## src/rtl/i2c_arb_pkg.sv

```systemverilog
// Shared types for the I2C transaction arbiter: FSM states and response error codes.
package i2c_arb_pkg;

  typedef enum logic [2:0] {
    IDLE,
    ISSUE,
    WAIT_DONE,
    RELEASE,
    RESP
  } arb_state_t;

  typedef enum logic [1:0] {
    RSP_OK      = 2'b00,
    RSP_NACK    = 2'b01,
    RSP_TIMEOUT = 2'b10
  } rsp_err_t;

endpackage

```

## src/rtl/i2c_rr_arbiter.sv

```systemverilog
// Combinational round-robin grant starting after last_i, with wrap.
// With I2C_ARB_PRIORITY_EN defined, requester 0 wins outright and 1..N-1 rotate.
module i2c_rr_arbiter
  import i2c_arb_pkg::*;
#(
  parameter int unsigned NUM_REQ = 4
) (
  input  logic [NUM_REQ-1:0]         req_i,
  input  logic [$clog2(NUM_REQ)-1:0] last_i,
  output logic [NUM_REQ-1:0]         gnt_o,
  output logic [$clog2(NUM_REQ)-1:0] idx_o,
  output logic                       any_o
);

  localparam int unsigned IdW = $clog2(NUM_REQ);

  logic [IdW-1:0] cand;
  logic           found;

  always_comb begin
    gnt_o = '0;
    idx_o = '0;
    cand  = '0;
    found = 1'b0;
`ifdef I2C_ARB_PRIORITY_EN
    if (req_i[0]) begin
      gnt_o[0] = 1'b1;
      found    = 1'b1;
    end
`endif
    for (int unsigned off = 1; off <= NUM_REQ; off++) begin
      cand = IdW'((32'(last_i) + off) % NUM_REQ);
`ifdef I2C_ARB_PRIORITY_EN
      if (!found && cand != '0 && req_i[cand]) begin
`else
      if (!found && req_i[cand]) begin
`endif
        found       = 1'b1;
        gnt_o[cand] = 1'b1;
        idx_o       = cand;
      end
    end
    any_o = found;
  end

endmodule

```

## src/rtl/i2c_txn_arbiter.sv

```systemverilog
// Shares one single-byte I2C master between NUM_REQ requesters with NACK retry and a watchdog.
// Optional I2C_ARB_PRIORITY_EN gives requester 0 strict priority over the round-robin.
module i2c_txn_arbiter
  import i2c_arb_pkg::*;
#(
  parameter int unsigned NUM_REQ        = 4,
  parameter int unsigned MAX_RETRY      = 2,
  parameter int unsigned TIMEOUT_CYCLES = 65535
) (
  input  logic                       clk,
  input  logic                       rst_n,
  input  logic [NUM_REQ-1:0]         req_valid_i,
  output logic [NUM_REQ-1:0]         req_ready_o,
  input  logic [NUM_REQ-1:0]         req_rw_i,
  input  logic [7*NUM_REQ-1:0]       req_addr_i,
  input  logic [8*NUM_REQ-1:0]       req_wdata_i,
  output logic                       rsp_valid_o,
  output logic [$clog2(NUM_REQ)-1:0] rsp_id_o,
  output logic [7:0]                 rsp_rdata_o,
  output logic [1:0]                 rsp_err_o,
  output logic                       busy_o,
  output logic                       m_req_o,
  output logic                       m_rw_o,
  output logic [6:0]                 m_addr_o,
  output logic [7:0]                 m_wdata_o,
  input  logic [7:0]                 m_rdata_i,
  input  logic                       m_done_i,
  input  logic                       m_ack_error_i
);

  localparam int unsigned IdW    = $clog2(NUM_REQ);
  localparam int unsigned TmrW   = $clog2(TIMEOUT_CYCLES);
  localparam int unsigned RetryW = (MAX_RETRY > 0) ? $clog2(MAX_RETRY + 1) : 1;

  arb_state_t        state_q, state_d;
  logic [IdW-1:0]    last_q, last_d;
  logic [IdW-1:0]    id_q, id_d;
  logic              rw_q, rw_d;
  logic [6:0]        addr_q, addr_d;
  logic [7:0]        wdata_q, wdata_d;
  logic [7:0]        rdata_q, rdata_d;
  rsp_err_t          err_q, err_d;
  logic              nack_q, nack_d;
  logic [RetryW-1:0] retry_q, retry_d;
  logic [TmrW-1:0]   timer_q, timer_d;

  logic [NUM_REQ-1:0] gnt;
  logic [IdW-1:0]     gnt_idx;
  logic               gnt_any;

  i2c_rr_arbiter #(
    .NUM_REQ (NUM_REQ)
  ) u_rr_arbiter (
    .req_i  (req_valid_i),
    .last_i (last_q),
    .gnt_o  (gnt),
    .idx_o  (gnt_idx),
    .any_o  (gnt_any)
  );

  always_comb begin
    state_d     = state_q;
    last_d      = last_q;
    id_d        = id_q;
    rw_d        = rw_q;
    addr_d      = addr_q;
    wdata_d     = wdata_q;
    rdata_d     = rdata_q;
    err_d       = err_q;
    nack_d      = nack_q;
    retry_d     = retry_q;
    timer_d     = timer_q;
    req_ready_o = '0;
    rsp_valid_o = 1'b0;
    m_req_o     = 1'b0;
    unique case (state_q)
      IDLE: begin
        // Ready is gated by rst_n so no accept can be signalled while reset is asserted.
        if (gnt_any && rst_n) begin
          req_ready_o = gnt;
          id_d        = gnt_idx;
          rw_d        = req_rw_i[gnt_idx];
          addr_d      = req_addr_i[7*int'(gnt_idx) +: 7];
          wdata_d     = req_wdata_i[8*int'(gnt_idx) +: 8];
          rdata_d     = 8'h00;
          err_d       = RSP_OK;
          nack_d      = 1'b0;
          retry_d     = '0;
          state_d     = ISSUE;
        end
      end
      ISSUE: begin
        m_req_o = 1'b1;
        timer_d = '0;
        state_d = WAIT_DONE;
      end
      WAIT_DONE: begin
        m_req_o = 1'b1;
        timer_d = timer_q + TmrW'(1);
        if (m_done_i) begin
          if (rw_q) rdata_d = m_rdata_i;
          nack_d  = m_ack_error_i;
          state_d = RELEASE;
        end else if (timer_q == TmrW'(TIMEOUT_CYCLES - 1)) begin
          err_d   = RSP_TIMEOUT;
          state_d = RESP;
        end
      end
      RELEASE: begin
        // Hold here until done falls so a level-held done is counted once.
        if (!m_done_i) begin
          if (nack_q && (retry_q < RetryW'(MAX_RETRY))) begin
            retry_d = retry_q + RetryW'(1);
            state_d = ISSUE;
          end else begin
            err_d   = nack_q ? RSP_NACK : RSP_OK;
            state_d = RESP;
          end
        end
      end
      RESP: begin
        rsp_valid_o = 1'b1;
`ifdef I2C_ARB_PRIORITY_EN
        if (id_q != '0) last_d = id_q;
`else
        last_d = id_q;
`endif
        state_d = IDLE;
      end
      default: state_d = IDLE;
    endcase
  end

  always_ff @(posedge clk or negedge rst_n) begin
    if (!rst_n) begin
      state_q <= IDLE;
      last_q  <= IdW'(NUM_REQ - 1);
      id_q    <= '0;
      rw_q    <= 1'b0;
      addr_q  <= '0;
      wdata_q <= '0;
      rdata_q <= '0;
      err_q   <= RSP_OK;
      nack_q  <= 1'b0;
      retry_q <= '0;
      timer_q <= '0;
    end else begin
      state_q <= state_d;
      last_q  <= last_d;
      id_q    <= id_d;
      rw_q    <= rw_d;
      addr_q  <= addr_d;
      wdata_q <= wdata_d;
      rdata_q <= rdata_d;
      err_q   <= err_d;
      nack_q  <= nack_d;
      retry_q <= retry_d;
      timer_q <= timer_d;
    end
  end

  assign busy_o      = (state_q != IDLE);
  assign m_rw_o      = rw_q;
  assign m_addr_o    = addr_q;
  assign m_wdata_o   = wdata_q;
  assign rsp_id_o    = id_q;
  assign rsp_rdata_o = rdata_q;
  assign rsp_err_o   = err_q;

endmodule

```

## config.mk

```make
export PLATFORM = sky130hd
export DESIGN_NAME = i2c_txn_arbiter
export DESIGN_NICKNAME = d
export VERILOG_FILES = /design/src/rtl/i2c_arb_pkg.sv /design/src/rtl/i2c_rr_arbiter.sv /design/src/rtl/i2c_txn_arbiter.sv
export SDC_FILE = /design/constraint.sdc
export NUM_CORES = 1
export LEC_CHECK = 0
export ABC_AREA = 0
export BUFFER_PORTS_ARGS = -buffer_cell sky130_fd_sc_hd__buf_2
export CAP_MARGIN = 20
export CORE_ASPECT_RATIO = 0.7
export CORE_MARGIN = 5
export CORE_UTILIZATION = 54
export CTS_CLUSTER_SIZE = 30
export DETAILED_ROUTE_END_ITERATION = 7
export PLACE_DENSITY = 0.89
export SETUP_SLACK_MARGIN = 0.5
export SYNTH_ARGS = -nofsm -noshare
export SYNTH_HDL_FRONTEND = slang
export SYNTH_SLANG_ARGS = --single-unit
```

## constraint.sdc

```tcl
create_clock -name clk -period 4.8 [get_ports clk]
set_input_delay 0.24 -clock clk [delete_from_list [all_inputs] [get_ports clk]]
set_output_delay 0.24 -clock clk [all_outputs]
set_load 0.05 [all_outputs]
```

---- Yosys cells after proc, flatten, opt, wreduce, memory -nomap -nowiden ----
Cells that the tools add are included.
cells by class
  $add $sub $neg .......................... 6
  multipliers ............................. 1
  order comparisons ....................... 10
  equality and inequality tests ........... 14
  shift-type cells ........................ 2
  multiplexer cells ....................... 58
  bitwise logic cells ..................... 3
  reduce and logical (&&, ||, !) cells .... 25
operator list
  kind                                                                                  number
  16-bit one-hot mux with 2 select lines                                                1
  32-bit by 6-bit variable part select with 8-bit output                                1
  28-bit by 6-bit variable part select with 7-bit output                                1
  4-bit two-way mux                                                                     6
  8-bit two-way mux                                                                     3
  2-bit two-way mux                                                                     11
  1-bit two-way mux                                                                     18
  16-bit by 1-bit adder with 16-bit output (second input constant)                      1
  16-bit equality test (second input constant)                                          1
  2-bit != test (second input constant)                                                 8
  8-bit one-hot mux with 2 select lines                                                 1
  2-bit by 3-bit less-than comparator with 1-bit output (second input constant)         5
  3-bit two-way mux                                                                     5
  4-bit bitwise OR                                                                      3
  3-bit one-hot mux with 4 select lines                                                 1
  1-bit binary-select mux with 2-bit select                                             5
  1-bit logical AND                                                                     9
  1-bit demux with 2-bit select                                                         4
  2-bit by 1-bit greater-or-equal comparator with 1-bit output (second input constant)  4
  4-bit AND reduction                                                                   2
  2-bit by 1-bit adder with 2-bit output (second input constant)                        3
  3-bit by 2-bit equality test with 1-bit output (second input constant)                2
  2-bit one-hot mux with 3 select lines                                                 1
  3-bit AND reduction                                                                   2
  15 further kinds                                                                      21
storage, ports and cells
  flip-flop bits (word level) ............. 52
  input bits .............................. 80
  output and inout port bits .............. 35
  word-level logic and storage cells ...... 130

---- Logic depth before layout (Yosys ltp) ----
  depth after elaboration ................. 16
  mapped depth ............................ 12
  depth with buffers taken out ............ 8

---- Modules after synthesis ----
From an unflattened synthesis, not the netlist that was laid out.
unflattened totals
  cell total of the unflattened synthesis .. 308
  area total of the unflattened synthesis .. 3329.4 um^2
by module, submodules not included
  module           times used  cells an instance  area an instance (um^2)
  i2c_txn_arbiter  1           240                2803.9
  i2c_rr_arbiter   1           68                 525.5

---- Least setup slack after synthesis ----
No wires, ideal clock.
  kind .................................... reg2out
  from .................................... reg last_q[0]
  to ...................................... out req_ready_o[0]
  data arrival time ....................... 3038 ps
  required time ........................... 4560 ps
  setup slack ............................. 1522 ps
  stages on the path, launching flop included .. 10
  buffers on the path ..................... 3
  cells stage by stage .................... dfstp_2 buf_6 inv_1 ha_1 mux4_2 nor4_1 or4_1 buf_2 buf_2 nor2_1
between the ends
  cells in the longest elaborated chain, start to end .. 16
ends and longest elaborated chain
  what                                                                                            line                    text
  start: declaration                                                                              i2c_txn_arbiter.sv:36   logic [IdW-1:0] last_q, last_d;
  start signal: assignment                                                                        i2c_txn_arbiter.sv:137  last_q <= IdW'(NUM_REQ - 1);
  start signal: assignment                                                                        i2c_txn_arbiter.sv:149  last_q <= last_d;
  branches (longest 14 deep; another with 2-bit by 3-bit less-than comparator with 1-bit output)  n/a
  4-bit two-way mux (*)                                                                           i2c_txn_arbiter.sv:79   if (gnt_any && rst_n) begin
  4-bit two-way mux (*)                                                                           i2c_txn_arbiter.sv:76   unique case (state_q)
  end: declaration                                                                                i2c_txn_arbiter.sv:13   output logic [NUM_REQ-1:0] req_ready_o,
Every way passes the cells marked *. The select of a mux whose other input is x is not followed.

---- Final worst setup path ----
  from .................................... reg last_q[0]
  to ...................................... reg wdata_q[6] (netlist: m_wdata_o[6])
between the ends
  cells in the longest elaborated chain, start to end .. 15
ends and longest elaborated chain
  what                                                                             line                    text
  branches (longest 15 deep; another with 2-bit by 1-bit adder with 2-bit output)  n/a
  end signal: assignment                                                           i2c_txn_arbiter.sv:153  wdata_q <= wdata_d;
  end: declaration                                                                 i2c_txn_arbiter.sv:40   logic [7:0] wdata_q, wdata_d;
Parallel ways; which one is timed is not known. The select of a mux whose other input is x is not followed.
A chain may end at the register's enable or synchronous reset.

==> flow_summary.json <==
{
  "area_growth_pct": 21.2,
  "power_w": 0.00268,
  "r2r_setup_slack_ps": 880,
  "syn_inst": 315,
  "die_area_um2": 7520,
  "diodes": 0,
  "vias": 2818,
  "critical_path.max_fanout": 19,
  "cts_buffer_depth": 2,
  "hold_path_class": "input port to asynchronous set/reset pin",
  "syn_area_um2": 3160,
  "syn-mean-instance-area_um2": 10.0,
  "crit-reg2reg-capture": "m_wdata_o[6]",
  "maxCapViolCount": 0,
  "grt_max_degree": 54,
  "r2r_start": "last_q[0]",
  "preCtsSetupSlack_ps": 906,
  "post-route-period-util_pct": 81.6,
  "hold_viol": 0,
  "power.density_nw_per_um2": 698,
  "drc": 0,
  "place_congestion": 0.925,
  "root_buffer": "clkbuf_8",
  "fin_setup_tns_ps": 0,
  "antenna_found_initial": 0,
  "setup_viol": 0,
  "final_nets": 512,
  "numCtsBuffers": 5,
  "start_kind": "flop",
  "synthTopCellsByArea": "dfrtp_1, mux2i_1, nand3_1, o21ai_0, o221ai_2",
  "cts_setup_buffers": 0,
  "die_w_um": 101,
  "synth-edff-count": 0,
  "drt-vias-per-instance": 5.68,
  "clk_latency_ps": 300,
  "dp_hpwl_um": 6200,
  "synth_most_common_cell": "dfrtp_1",
  "clkTransAtPathRegs_ps": 90,
  "setup_ws_ps": 885,
  "worst_pin_slew_ps": 918,
  "io_buffers": 114,
  "layout-drive-gt1-share_pct": 34.7,
  "post_drt_wl_per_cell_um": 16.3,
  "cp.required_ps": 4940,
  "synth_flop_cell": "dfrtp_1",
  "skew_ps": 7.52,
  "synth_cell_types": 44,
  "critical_path_class": "flop to flop",
  "syn-num-nets": 405,
  "slew_headroom_pct": 38.7,
  "dr.pass1.iters": 4,
  "cts_tree": "built",
  "yosys-top-cells-count": "dfrtp_1, mux2i_1, nand2_1",
  "initial_utilization_pct": 55.5,
  "core_um2": 5700,
  "clock-sinks": 52,
  "peakVddDrop_mv": 0.314,
  "async_reset_ff_share_pct": 100,
  "synth.top_cell.area_share_pct": 39.5,
  "track_usage_pct": 21.4,
  "rsz0062_at_grt": "no",
  "leakage_nw": 1.88,
  "antenna_left": 0,
  "worst_ep_arrival_time_ps": 4060,
  "placementRows": 23,
  "globalRoute.totalOverflow": 0,
  "status": "finished, final reports clean",
  "seq_area_frac_synth_pct": 41.2,
  "io_pins": 115,
  "ys_warn_count": 0,
  "grt_pass1_vias": 2585,
  "drt_iter0_markers": 225,
  "reg2regPathDepth": 7,
  "drt-total-wl_um": 8090,
  "synth_largest_area_cell": "dfrtp_1",
  "grt_first_pass_wirelength_um": 12800,
  "ctsHoldBuffers": 0,
  "critPathCaptureType": "flop",
  "min_period_ps": 3920,
  "cts.repair.resized": 0,
  "drv_slew": 0,
  "fmax_mhz": 255,
  "ys_ff_latch": 52,
  "die-height_um": 74.0,
  "htreeDepth": 2
}
==> logic make-up (layout without fill, tap and decap cells) <==
group	after synthesis	count (layout)	share of synthesized area [%]
buffers and inverters	33	139	5.69
and+or+nand+nor	104	104	15.8
adders and majority gates	10	10	3.95
muxes	41	41	14.7
AOI/OAI and AO/OA	75	75	18.7
DFF	52	52	41.2
==> worst max-delay path, cell delays in order (launching register included) <==
cell and delay [ps]:
dfstp_2 710, inv_1 200, ha_1 450, mux4_2 680
o31ai_4 840, buf_4 450, mux2i_1 290, o221ai_2 130
==> stage by stage <==
stage                     hold slack [ps]  cells  instance area, um^2  util (%)
after floorplan                     -55.6    315                 3160         -
after global placement                394    490                 3730      65.5
after detailed placement              401    490                 3730      65.5
after CTS                            74.4    496                 3830      67.3
after global routing                  108    496                 3830      67.3
final                                45.1    496                 3830      67.3
==> routing by layer <==
layer	GRT usage (%)	routed length (um)	share of wire [%]	vias up
met1	30.8	3560	44	1315
met5	0	0	0	-
li1	-	-	-	1384
met4	3.98	23	0.28	0
met2	34.5	3790	47	117
met3	4.12	710	8.8	2
==> sequential cells by signal (all words and copies together), names as in the netlist, 2 cells and up <==
| register | cells |
|---|---|
| timer_q | 16 |
| m_wdata_o | 8 |
| rsp_rdata_o | 8 |
| m_addr_o | 7 |
| state_q | 3 |
| last_q | 2 |
| retry_q | 2 |
| rsp_err_o | 2 |
| rsp_id_o | 2 |
==> cell usage in the layout, fill, tap and decap left out, types with 5 or more instances in the layout <==
master and count:
buf_2 114, dfrtp_1 50, mux2i_1 33, nand2_1 32, nand3_1 30, o21ai_0 29, nor2_1 16, inv_1 15
ha_1 10, o221ai_2 9, o221ai_1 7, nand4_1 6, o211ai_1 6, o31ai_1 6, clkbuf_8 5
==> worst max-delay path by stage <==
stage | start | end | slack, ps | cells after the start
after floorplan | last_q[0] | req_ready_o[0] | 1520 | 9
after global placement | last_q[0] | m_addr_o[3] | 1030 | 7
after detailed placement | last_q[0] | m_addr_o[2] | 910 | 7
after CTS | last_q[0] | m_addr_o[2] | 880 | 7
after global routing | last_q[0] | m_wdata_o[4] | 690 | 7
final | last_q[0] | m_wdata_o[6] | 880 | 7
==> where the power goes <==
part,switching (W),internal (W),leakage [nW]
Sequential,0.000139,0.000592,0.677
Combinational,0.00111,0.000559,1.15
Clock,0.000131,0.000150,0.0501
Total,0.00138,0.00130,1.88
==> area by class of cell <==
cell class	instances	area, um^2
fillers	435	1860
multi-input cells	230	1680
flip-flops and latches	52	1300
repair buffers	118	601
well taps	75	93.8
clock buffers	5	68.8
inverters	15	56.3
clock inverters	1	30.0
No activity file was read; power rests on OpenSTA's default activity.
